$ cat config.mk
export PLATFORM = sky130hd
export DESIGN_NAME = rgb_channel_scheduler_flat
export DESIGN_NICKNAME = d
export VERILOG_FILES = /design/src/rtl/rgb_channel_scheduler_if.sv /design/src/rtl/rgb_channel_scheduler.sv /design/src/flat_wrapper.sv
export SDC_FILE = /design/constraint.sdc
export NUM_CORES = 1
export LEC_CHECK = 0
export ABC_CLOCK_PERIOD_IN_PS = 2400
export CAP_MARGIN = 10
export CORE_MARGIN = 5
export CORE_UTILIZATION = 34
export CTS_BUF_LIST = sky130_fd_sc_hd__clkbuf_8
export DETAILED_ROUTE_END_ITERATION = 8
export PLACE_DENSITY = 0.66
export SKIP_CTS_REPAIR_TIMING = 1
export SYNTH_ARGS = -nofsm -noshare
export SYNTH_HDL_FRONTEND = slang
export SYNTH_SLANG_ARGS = --single-unit
$ cat constraint.sdc
create_clock -name clk -period 2.4 [get_ports clk]
set_clock_uncertainty 0.1 [all_clocks]
set_input_delay 0.6 -clock clk [delete_from_list [all_inputs] [get_ports clk]]
set_output_delay 0.6 -clock clk [all_outputs]
set_load 0.1 [all_outputs]
$ cat src/rtl/rgb_channel_scheduler_if.sv
// Bus bundle between the RGB channel scheduler and its surroundings:
// pixel input stream, shared channel unit link, result output and status.
// master: the scheduler side. slave: the environment (stream, unit, sink).
interface rgb_channel_scheduler_if;
    localparam int unsigned CH_W  = 8;
    localparam int unsigned RES_W = 9;
    localparam int unsigned CNT_W = 16;

    logic             in_valid;
    logic             in_ready;
    logic [CH_W-1:0]  in_r;
    logic [CH_W-1:0]  in_g;
    logic [CH_W-1:0]  in_b;
    logic [CH_W-1:0]  ch_a;
    logic [CH_W-1:0]  ch_b;
    logic [CH_W-1:0]  ch_c;
    logic [1:0]       mux_sel;
    logic             unit_in_valid;
    logic             unit_out_valid;
    logic [RES_W-1:0] unit_result;
    logic             out_valid;
    logic             out_ready;
    logic [RES_W-1:0] out_r;
    logic [RES_W-1:0] out_g;
    logic [RES_W-1:0] out_b;
    logic             err;
    logic [CNT_W-1:0] pix_count;

    modport master (
        input  in_valid, in_r, in_g, in_b, unit_out_valid, unit_result, out_ready,
        output in_ready, ch_a, ch_b, ch_c, mux_sel, unit_in_valid,
               out_valid, out_r, out_g, out_b, err, pix_count
    );

    modport slave (
        output in_valid, in_r, in_g, in_b, unit_out_valid, unit_result, out_ready,
        input  in_ready, ch_a, ch_b, ch_c, mux_sel, unit_in_valid,
               out_valid, out_r, out_g, out_b, err, pix_count
    );
endinterface

$ cat src/rtl/rgb_channel_scheduler.sv
// Time-multiplexes one RGB pixel through a single shared channel unit:
// latch pixel, issue R/G/B on consecutive cycles, collect three in-order
// results, present them as one triple.
// Optional feature macro: RGB_CH_SCHED_PIX_CNT_EN enables the completed-pixel
// counter on pix_count; when undefined pix_count is tied to zero.
module rgb_channel_scheduler (
    input  logic                    clk,
    input  logic                    rst_n,
    rgb_channel_scheduler_if.master bus
);
    localparam int unsigned CH_W  = 8;
    localparam int unsigned RES_W = 9;
    localparam int unsigned CNT_W = 16;
    localparam logic [1:0]  SEL_IDLE = 2'b11;
    localparam logic [1:0]  CNT_FULL = 2'd3;

    typedef enum logic [1:0] {IDLE, ISSUE, WAIT, OUT} state_t;

    state_t           state_q,     state_d;
    logic [1:0]       iss_cnt_q,   iss_cnt_d;
    logic [1:0]       col_cnt_q,   col_cnt_d;
    logic             in_ready_q,  in_ready_d;
    logic [CH_W-1:0]  ch_a_q,      ch_a_d;
    logic [CH_W-1:0]  ch_b_q,      ch_b_d;
    logic [CH_W-1:0]  ch_c_q,      ch_c_d;
    logic [1:0]       mux_sel_q,   mux_sel_d;
    logic             uiv_q,       uiv_d;
    logic             out_valid_q, out_valid_d;
    logic [RES_W-1:0] out_r_q,     out_r_d;
    logic [RES_W-1:0] out_g_q,     out_g_d;
    logic [RES_W-1:0] out_b_q,     out_b_d;
    logic             err_q,       err_d;
`ifdef RGB_CH_SCHED_PIX_CNT_EN
    logic [CNT_W-1:0] pix_cnt_q,   pix_cnt_d;
`endif

    // Next-state, collector and output register computation
    always_comb begin
        state_d     = state_q;
        iss_cnt_d   = iss_cnt_q;
        col_cnt_d   = col_cnt_q;
        in_ready_d  = in_ready_q;
        ch_a_d      = ch_a_q;
        ch_b_d      = ch_b_q;
        ch_c_d      = ch_c_q;
        mux_sel_d   = mux_sel_q;
        uiv_d       = uiv_q;
        out_valid_d = out_valid_q;
        out_r_d     = out_r_q;
        out_g_d     = out_g_q;
        out_b_d     = out_b_q;
        err_d       = err_q;
`ifdef RGB_CH_SCHED_PIX_CNT_EN
        pix_cnt_d   = pix_cnt_q;
`endif

        // Collector runs alongside issue so results can land while still issuing
        if (bus.unit_out_valid) begin
            if ((state_q == ISSUE || state_q == WAIT) && col_cnt_q != CNT_FULL) begin
                case (col_cnt_q)
                    2'd0:    out_r_d = bus.unit_result;
                    2'd1:    out_g_d = bus.unit_result;
                    default: out_b_d = bus.unit_result;
                endcase
                col_cnt_d = col_cnt_q + 2'd1;
            end else begin
                err_d = 1'b1;
            end
        end

        case (state_q)
            IDLE: begin
                if (bus.in_valid && in_ready_q) begin
                    ch_a_d     = bus.in_r;
                    ch_b_d     = bus.in_g;
                    ch_c_d     = bus.in_b;
                    iss_cnt_d  = 2'd0;
                    col_cnt_d  = 2'd0;
                    mux_sel_d  = 2'd0;
                    uiv_d      = 1'b1;
                    in_ready_d = 1'b0;
                    state_d    = ISSUE;
                end
            end
            ISSUE: begin
                if (iss_cnt_q == 2'd2) begin
                    mux_sel_d = SEL_IDLE;
                    uiv_d     = 1'b0;
                    if (col_cnt_d == CNT_FULL) begin
                        out_valid_d = 1'b1;
                        state_d     = OUT;
                    end else begin
                        state_d = WAIT;
                    end
                end else begin
                    iss_cnt_d = iss_cnt_q + 2'd1;
                    mux_sel_d = iss_cnt_q + 2'd1;
                end
            end
            WAIT: begin
                if (col_cnt_d == CNT_FULL) begin
                    out_valid_d = 1'b1;
                    state_d     = OUT;
                end
            end
            OUT: begin
                if (bus.out_ready) begin
                    out_valid_d = 1'b0;
                    in_ready_d  = 1'b1;
                    state_d     = IDLE;
`ifdef RGB_CH_SCHED_PIX_CNT_EN
                    pix_cnt_d   = pix_cnt_q + CNT_W'(1);
`endif
                end
            end
            default: state_d = IDLE;
        endcase
    end

    // State and output registers with synchronous active-low reset
    always_ff @(posedge clk) begin
        if (!rst_n) begin
            state_q     <= IDLE;
            iss_cnt_q   <= 2'd0;
            col_cnt_q   <= 2'd0;
            in_ready_q  <= 1'b1;
            ch_a_q      <= '0;
            ch_b_q      <= '0;
            ch_c_q      <= '0;
            mux_sel_q   <= SEL_IDLE;
            uiv_q       <= 1'b0;
            out_valid_q <= 1'b0;
            out_r_q     <= '0;
            out_g_q     <= '0;
            out_b_q     <= '0;
            err_q       <= 1'b0;
`ifdef RGB_CH_SCHED_PIX_CNT_EN
            pix_cnt_q   <= '0;
`endif
        end else begin
            state_q     <= state_d;
            iss_cnt_q   <= iss_cnt_d;
            col_cnt_q   <= col_cnt_d;
            in_ready_q  <= in_ready_d;
            ch_a_q      <= ch_a_d;
            ch_b_q      <= ch_b_d;
            ch_c_q      <= ch_c_d;
            mux_sel_q   <= mux_sel_d;
            uiv_q       <= uiv_d;
            out_valid_q <= out_valid_d;
            out_r_q     <= out_r_d;
            out_g_q     <= out_g_d;
            out_b_q     <= out_b_d;
            err_q       <= err_d;
`ifdef RGB_CH_SCHED_PIX_CNT_EN
            pix_cnt_q   <= pix_cnt_d;
`endif
        end
    end

    assign bus.in_ready      = in_ready_q;
    assign bus.ch_a          = ch_a_q;
    assign bus.ch_b          = ch_b_q;
    assign bus.ch_c          = ch_c_q;
    assign bus.mux_sel       = mux_sel_q;
    assign bus.unit_in_valid = uiv_q;
    assign bus.out_valid     = out_valid_q;
    assign bus.out_r         = out_r_q;
    assign bus.out_g         = out_g_q;
    assign bus.out_b         = out_b_q;
    assign bus.err           = err_q;
`ifdef RGB_CH_SCHED_PIX_CNT_EN
    assign bus.pix_count     = pix_cnt_q;
`else
    assign bus.pix_count     = '0;
`endif

endmodule

$ cat src/flat_wrapper.sv
// flat-port wrapper written by rule: the top's interface ports become plain ports
module rgb_channel_scheduler_flat 
  (clk, rst_n, bus_in_valid, bus_in_r, bus_in_g, bus_in_b, bus_unit_out_valid, bus_unit_result, bus_out_ready, bus_in_ready, bus_ch_a, bus_ch_b, bus_ch_c, bus_mux_sel, bus_unit_in_valid, bus_out_valid, bus_out_r, bus_out_g, bus_out_b, bus_err, bus_pix_count);
  rgb_channel_scheduler_if bus_i ();
  input  logic clk;
  input  logic rst_n;
  input wire logic [$bits(bus_i.in_valid)-1:0] bus_in_valid;
  input wire logic [$bits(bus_i.in_r)-1:0] bus_in_r;
  input wire logic [$bits(bus_i.in_g)-1:0] bus_in_g;
  input wire logic [$bits(bus_i.in_b)-1:0] bus_in_b;
  input wire logic [$bits(bus_i.unit_out_valid)-1:0] bus_unit_out_valid;
  input wire logic [$bits(bus_i.unit_result)-1:0] bus_unit_result;
  input wire logic [$bits(bus_i.out_ready)-1:0] bus_out_ready;
  output wire logic [$bits(bus_i.in_ready)-1:0] bus_in_ready;
  output wire logic [$bits(bus_i.ch_a)-1:0] bus_ch_a;
  output wire logic [$bits(bus_i.ch_b)-1:0] bus_ch_b;
  output wire logic [$bits(bus_i.ch_c)-1:0] bus_ch_c;
  output wire logic [$bits(bus_i.mux_sel)-1:0] bus_mux_sel;
  output wire logic [$bits(bus_i.unit_in_valid)-1:0] bus_unit_in_valid;
  output wire logic [$bits(bus_i.out_valid)-1:0] bus_out_valid;
  output wire logic [$bits(bus_i.out_r)-1:0] bus_out_r;
  output wire logic [$bits(bus_i.out_g)-1:0] bus_out_g;
  output wire logic [$bits(bus_i.out_b)-1:0] bus_out_b;
  output wire logic [$bits(bus_i.err)-1:0] bus_err;
  output wire logic [$bits(bus_i.pix_count)-1:0] bus_pix_count;
  assign bus_i.in_valid = bus_in_valid;
  assign bus_i.in_r = bus_in_r;
  assign bus_i.in_g = bus_in_g;
  assign bus_i.in_b = bus_in_b;
  assign bus_i.unit_out_valid = bus_unit_out_valid;
  assign bus_i.unit_result = bus_unit_result;
  assign bus_i.out_ready = bus_out_ready;
  assign bus_in_ready = bus_i.in_ready;
  assign bus_ch_a = bus_i.ch_a;
  assign bus_ch_b = bus_i.ch_b;
  assign bus_ch_c = bus_i.ch_c;
  assign bus_mux_sel = bus_i.mux_sel;
  assign bus_unit_in_valid = bus_i.unit_in_valid;
  assign bus_out_valid = bus_i.out_valid;
  assign bus_out_r = bus_i.out_r;
  assign bus_out_g = bus_i.out_g;
  assign bus_out_b = bus_i.out_b;
  assign bus_err = bus_i.err;
  assign bus_pix_count = bus_i.pix_count;
  rgb_channel_scheduler u_core (.clk(clk), .rst_n(rst_n), .bus(bus_i));
endmodule
Yosys cells after proc, flatten, opt, wreduce, memory -nomap -nowiden
Index checks and enable logic that the tools add are counted.

Bits in registers: 63. Input port bits: 38. Output and inout port bits: 73. Word-level logic and storage cells: 75.

Add/sub/neg operators: 2. Equal/unequal tests: 12. Mux-type cells: 25. Bitwise gates (word level): 2. Reduce and logical (&&, ||, !) cells: 20.

Operator list (count): 2-to-1 mux 2 bit (11); AND reduction 3 bit (7); != test 2 bit, second input constant (5); == test 2 bit, second input constant (4); 2-to-1 mux 1 bit (8); one-hot mux 2 bit (2 select lines) (2); one-hot mux 2 bit (4 select lines) (1); AND reduction 2 bit (3); adder 2 x 1 -> 2 bit, second input constant (2); == test 2 x 1 -> 1 bit, second input constant (2); zero test 2 bit (2); one-hot mux 1 bit (2 select lines) (2); AND reduction 4 bit (1); nonzero test 2 bit (2); one-hot mux 1 bit (3 select lines) (1); nonzero test 3 bit (1); logical AND 1 bit (2); != test 2 x 1 -> 1 bit, second input constant (1); NOT 1 bit (2); OR reduction 2 bit (1); logical OR 1 bit (1).

Logic depth before layout (Yosys ltp)
Word-level depth: 9. Depth in mapped cells: 8. Mapped depth without buffers: 6.

Worst setup path after synthesis
No wires, ideal clock.

Path kind: reg2reg. Start point: register u_core.in_ready_q (netlist: u_core.bus.in_ready). End point: register u_core.ch_b_q[2] (netlist: u_core.bus.ch_b[2]). Setup time: 132 ps. Arrival: 1780 ps. Required time: 2168 ps. Path slack: 388 ps. Stages on the path, launching flop included: 5. Path buffers: 1. Period minus slack after synthesis: 2012 ps. Cells stage by stage: dfxtp_1 -> nand3_1 -> clkbuf_1 -> nand2_1 -> a21oi_1.

Longest elaborated chain between the ends: 2.

Ends and longest elaborated chain: start, declared (RTL line rgb_channel_scheduler.sv:22) `logic in_ready_q, in_ready_d;`; start signal, assigned (RTL line rgb_channel_scheduler.sv:144) `in_ready_q <= in_ready_d;`; logical AND 1 bit (RTL line rgb_channel_scheduler.sv:73) `if (bus.in_valid && in_ready_q) begin`; AND reduction 2 bit (no source line); end signal, assigned (RTL line rgb_channel_scheduler.sv:146) `ch_b_q <= ch_b_d;`; end, declared (RTL line rgb_channel_scheduler.sv:24) `logic [CH_W-1:0] ch_b_q, ch_b_d;`.

Every way passes these cells. A chain may end at the register's enable or synchronous reset.

Worst setup path in the final report
Start point: register u_core.state_q[0]. End point: register u_core.out_b_q[1] (netlist: u_core.bus.out_b[1]).

Longest elaborated chain between the ends: 4. Elaborated cells between the ends (all ways): 5. Those cells by class: eq/ne: 2; reduce/logical: 3.

Ends and longest elaborated chain: start, declared (RTL line rgb_channel_scheduler.sv:19) `state_t state_q, state_d;`; start signal, assigned (RTL line rgb_channel_scheduler.sv:141) `state_q <= state_d;`; == test 2 x 1 -> 1 bit / == test 2 bit (equally long branches) (RTL line rgb_channel_scheduler.sv:59) `if ((state_q == ISSUE || state_q == WAIT) && col_cnt_q != CNT_FULL) begin`; logical OR 1 bit (*) (RTL line rgb_channel_scheduler.sv:59); logical AND 1 bit (*) (RTL line rgb_channel_scheduler.sv:59); AND reduction 3 bit (no source line) (*); end signal, assigned (RTL line rgb_channel_scheduler.sv:153) `out_b_q <= out_b_d;`; end, declared (RTL line rgb_channel_scheduler.sv:31) `logic [RES_W-1:0] out_b_q, out_b_d;`.

Mark *: on every way between the ends. The rest lies on a longest branch, timed or not.

==> flow_summary.toml <==
[placed_design]
portBuffers = 94
post-dp-hpwl_um = 4922
gpl.final_weighted_congestion = 0.7760
number_of_placed_cells_counting_well_taps = 510
dpl_worst_slack_ps = 194.7

[timing]
finalMaxSlewViolations = 0
period_minus_slack_ps = 1962
finalHoldViolCount = 0
setup_slack_ps = 438.5
layout_worst_path_cycle_share = 0.8173
finalSetupViolations = 0
fin_setup_tns_ps = 0
fmax_mhz = 509.8
unrepaired_setup_endpoints_after_global_routing = "no"

[grt]
grt_start_max_net_pins = 26
grt_first_pass_wirelength_um = 10770
total_track_usage = 0.1373
antenna_found_initial = 0
first_global_vias = 2281
grt.overflow.total = 0

[detailed_routing]
final_antenna_net_count = 0
routedWlPerCell_um = 12.54
detailedRoute.firstIterationViolations = 69
vias = 2387
viasPerCell = 4.538
detailedRoute.firstPassIterationCount = 4
drt-total-wl_um = 6594
route.detailed.drc = 0

[synth]
edff_count_synth = 0
ys.flop_type = "dfxtp_1"
ys_seq_elements = 63
post_synth.cell_area_avg_um2 = 8.113
area_share_of_the_largest_cell_type_after_synthesis = 0.4798
synth.top_cells.by_area = "dfxtp_1 48%, nand2_1 16%, a21oi_1 11%"
synth_area_um2 = 2629
cells_after_synthesis = 324
synth_warnings = 0
yosysTopAreaCell = "dfxtp_1"
synthDistinctLibCells = 35
synth_async_sr_flop_share = 0
ys_seq_area_frac = 0.4798

[setup_path]
timing.rr.end = "u_core.bus.out_b[1]"
critical_path_required_ps = 2500
critical_path.startpoint_type = "flop"
reg2reg_slack_ps = 440
critical_path_fanouts_max = 9
path_class = "flop to flop"
largest_incremental_delay_on_the_critical_path_ps = 480
cp-end-kind = "flop"
critical_path_arrival_ps = 2060
origin_of_the_critical_flop_to_flop_path = "u_core.state_q[0]"
slowest_stage = "or3_1"
setup.worst_path.start = "u_core.state_q[0]"
endpoint = "u_core.bus.out_b[1]"
worst_reg2reg_path_depth = 6
path_cells = "inv_1, ha_1, nand3b_4, or3_1, nand2_1, a21oi_1"

[power_and_ir_drop]
power_frac_clock = 0.236
relative_contribution_of_combinational_cells_to_total_power = 0.464
seqPwrFrac = 0.300
power_density_nw_per_um2 = 1168
netSwitchingPower_mw = 2.026
swShare = 0.4705
cell_internal_pwr_mw = 2.279
cell_leakage_power_nw = 1.514
ir_worst_vdd_mv = 0.6243
totalPowerFinal_mw = 4.305

[clock_tree]
cts_made_buffers = 9
clk_root_buffer_cell = "clkbuf_8"
clock-sinks = 63
htree_levels = 3
clock_network_latency_to_the_later_pin_of_the_worst_skew_pair_ps = 330
clock_tree.buffer_depth = 2
tritoncts = "built"
clk_pin_slew_ps = 70

[die]
die_x_um = 97.93
chipHeight_um = 97.93
standard_cell_core_area_um2 = 7647
initial_core_util = 0.3437
die_area_um2 = 9590
count_of_standard_cell_rows = 32
i_o_pin_count = 111

[final_layout]
diodes = 0
layout_commonest_cell = "nand2_1"
most_frequent_cells_in_the_layout = "115 x nand2_1, 63 x buf_4, 63 x dfxtp_1"
final_std_cells_w_o_fill = 526
nets = 466
drive_gt1_frac = 0.2028
area.growth.synth_to_final_pct = 40.17

[outcome]
status = "complete, no violations"

[min_path]
worst_hold_path_type = "flop to flop"

[run]
cap_violations = 0
==> cells in the mapped netlist, types with 2 or more instances <==
| cell | count |
|---|---|
| nand2_1 | 115 |
| dfxtp_1 | 63 |
| a21oi_1 | 60 |
| buf_4 | 19 |
| ha_1 | 9 |
| inv_1 | 8 |
| o21ai_0 | 6 |
| buf_2 | 5 |
| clkbuf_1 | 5 |
| and2_1 | 3 |
| buf_1 | 2 |
| mux2i_1 | 2 |
| nand2b_1 | 2 |
| nor2_1 | 2 |
| nor3_2 | 2 |
| or3_1 | 2 |
==> layer usage <==
layer  track usage  wire, µm  vias up
li1              -         -     1216
met2        0.2220      3132       79
met5             0         0        -
met3       0.06143       532        7
met1        0.1646      2851     1085
met4       0.04047        78        0
==> registers in the layout, indices dropped and copies added, names as in the netlist <==
| name | cells |
|---|---|
| u_core.bus.out_b | 9 |
| u_core.bus.out_g | 9 |
| u_core.bus.out_r | 9 |
| u_core.bus.ch_a | 8 |
| u_core.bus.ch_b | 8 |
| u_core.bus.ch_c | 8 |
| u_core.bus.mux_sel | 2 |
| u_core.col_cnt_q | 2 |
| u_core.iss_cnt_q | 2 |
| u_core.state_q | 2 |
| u_core.bus.err | 1 |
| u_core.bus.in_ready | 1 |
| u_core.bus.out_valid | 1 |
| u_core.bus.unit_in_valid | 1 |
==> final cells by class <==
type                    instances  area (µm²)
flip-flops and latches         63        1261
fillers                       783        3963
multi-input cells             237        1200
repair buffers                100       843.3
well taps                     102       127.6
inverters                       8       30.03
clock inverters                 6       85.08
clock buffers                  10       137.6
==> metrics by stage <==
step,cell area [µm²],util,hold slack (ps)
finish,3685,0.4818,356.2
global route,3685,0.4818,376.0
CTS,3685,0.4818,357.6
detailed placement,3462,0.4527,348.5
global placement,3462,0.4527,342.9
floorplan,2685,-,349.6
==> power by group through the flow <==
stage | Clock, mW | Sequential [mW] | Combinational (mW)
after floorplan | 0 | 2.23 | 0.712
after global placement | 0 | 1.31 | 1.99
after detailed placement | 0 | 1.31 | 2.01
after CTS | 1.05 | 1.29 | 2.02
after global routing | 1.10 | 1.31 | 2.12
final | 1.01 | 1.29 | 2.00
==> critical path, delay by kind of cell (launching register included) <==
kind / cells / cell delay (ps)
AND/OR/NAND/NOR: 3 / 750
adder cells (fa/ha/maj): 1 / 400
flip-flops: 1 / 380
buffers and inverters: 1 / 140
AO/OA/AOI/OAI: 1 / 70
==> worst min-delay path by stage <==
stage                         from             endpoint  slack, ps  cells past startpoint
3_3_place_gp    u_core.bus.ch_c[6]   u_core.bus.ch_c[6]        340                      2
6_report       u_core.bus.out_g[8]  u_core.bus.out_g[8]        360                      2
5_1_grt         u_core.bus.ch_b[0]   u_core.bus.ch_b[0]        380                      2
3_5_place_dp   u_core.bus.out_g[8]  u_core.bus.out_g[8]        350                      2
2_1_floorplan  u_core.iss_cnt_q[0]  u_core.iss_cnt_q[0]        350                      2
4_1_cts        u_core.bus.out_g[8]  u_core.bus.out_g[8]        360                      2
==> cells by family after synthesis <==
logic type,share of synthesized area
compound gates,0.1547
fa+ha+maj,0.04284
buf+inv,0.08520
flops,0.4798
simple gates,0.2199
mux,0.01618
other cells,0.001427
No activity file was read; power rests on OpenSTA's default activity.
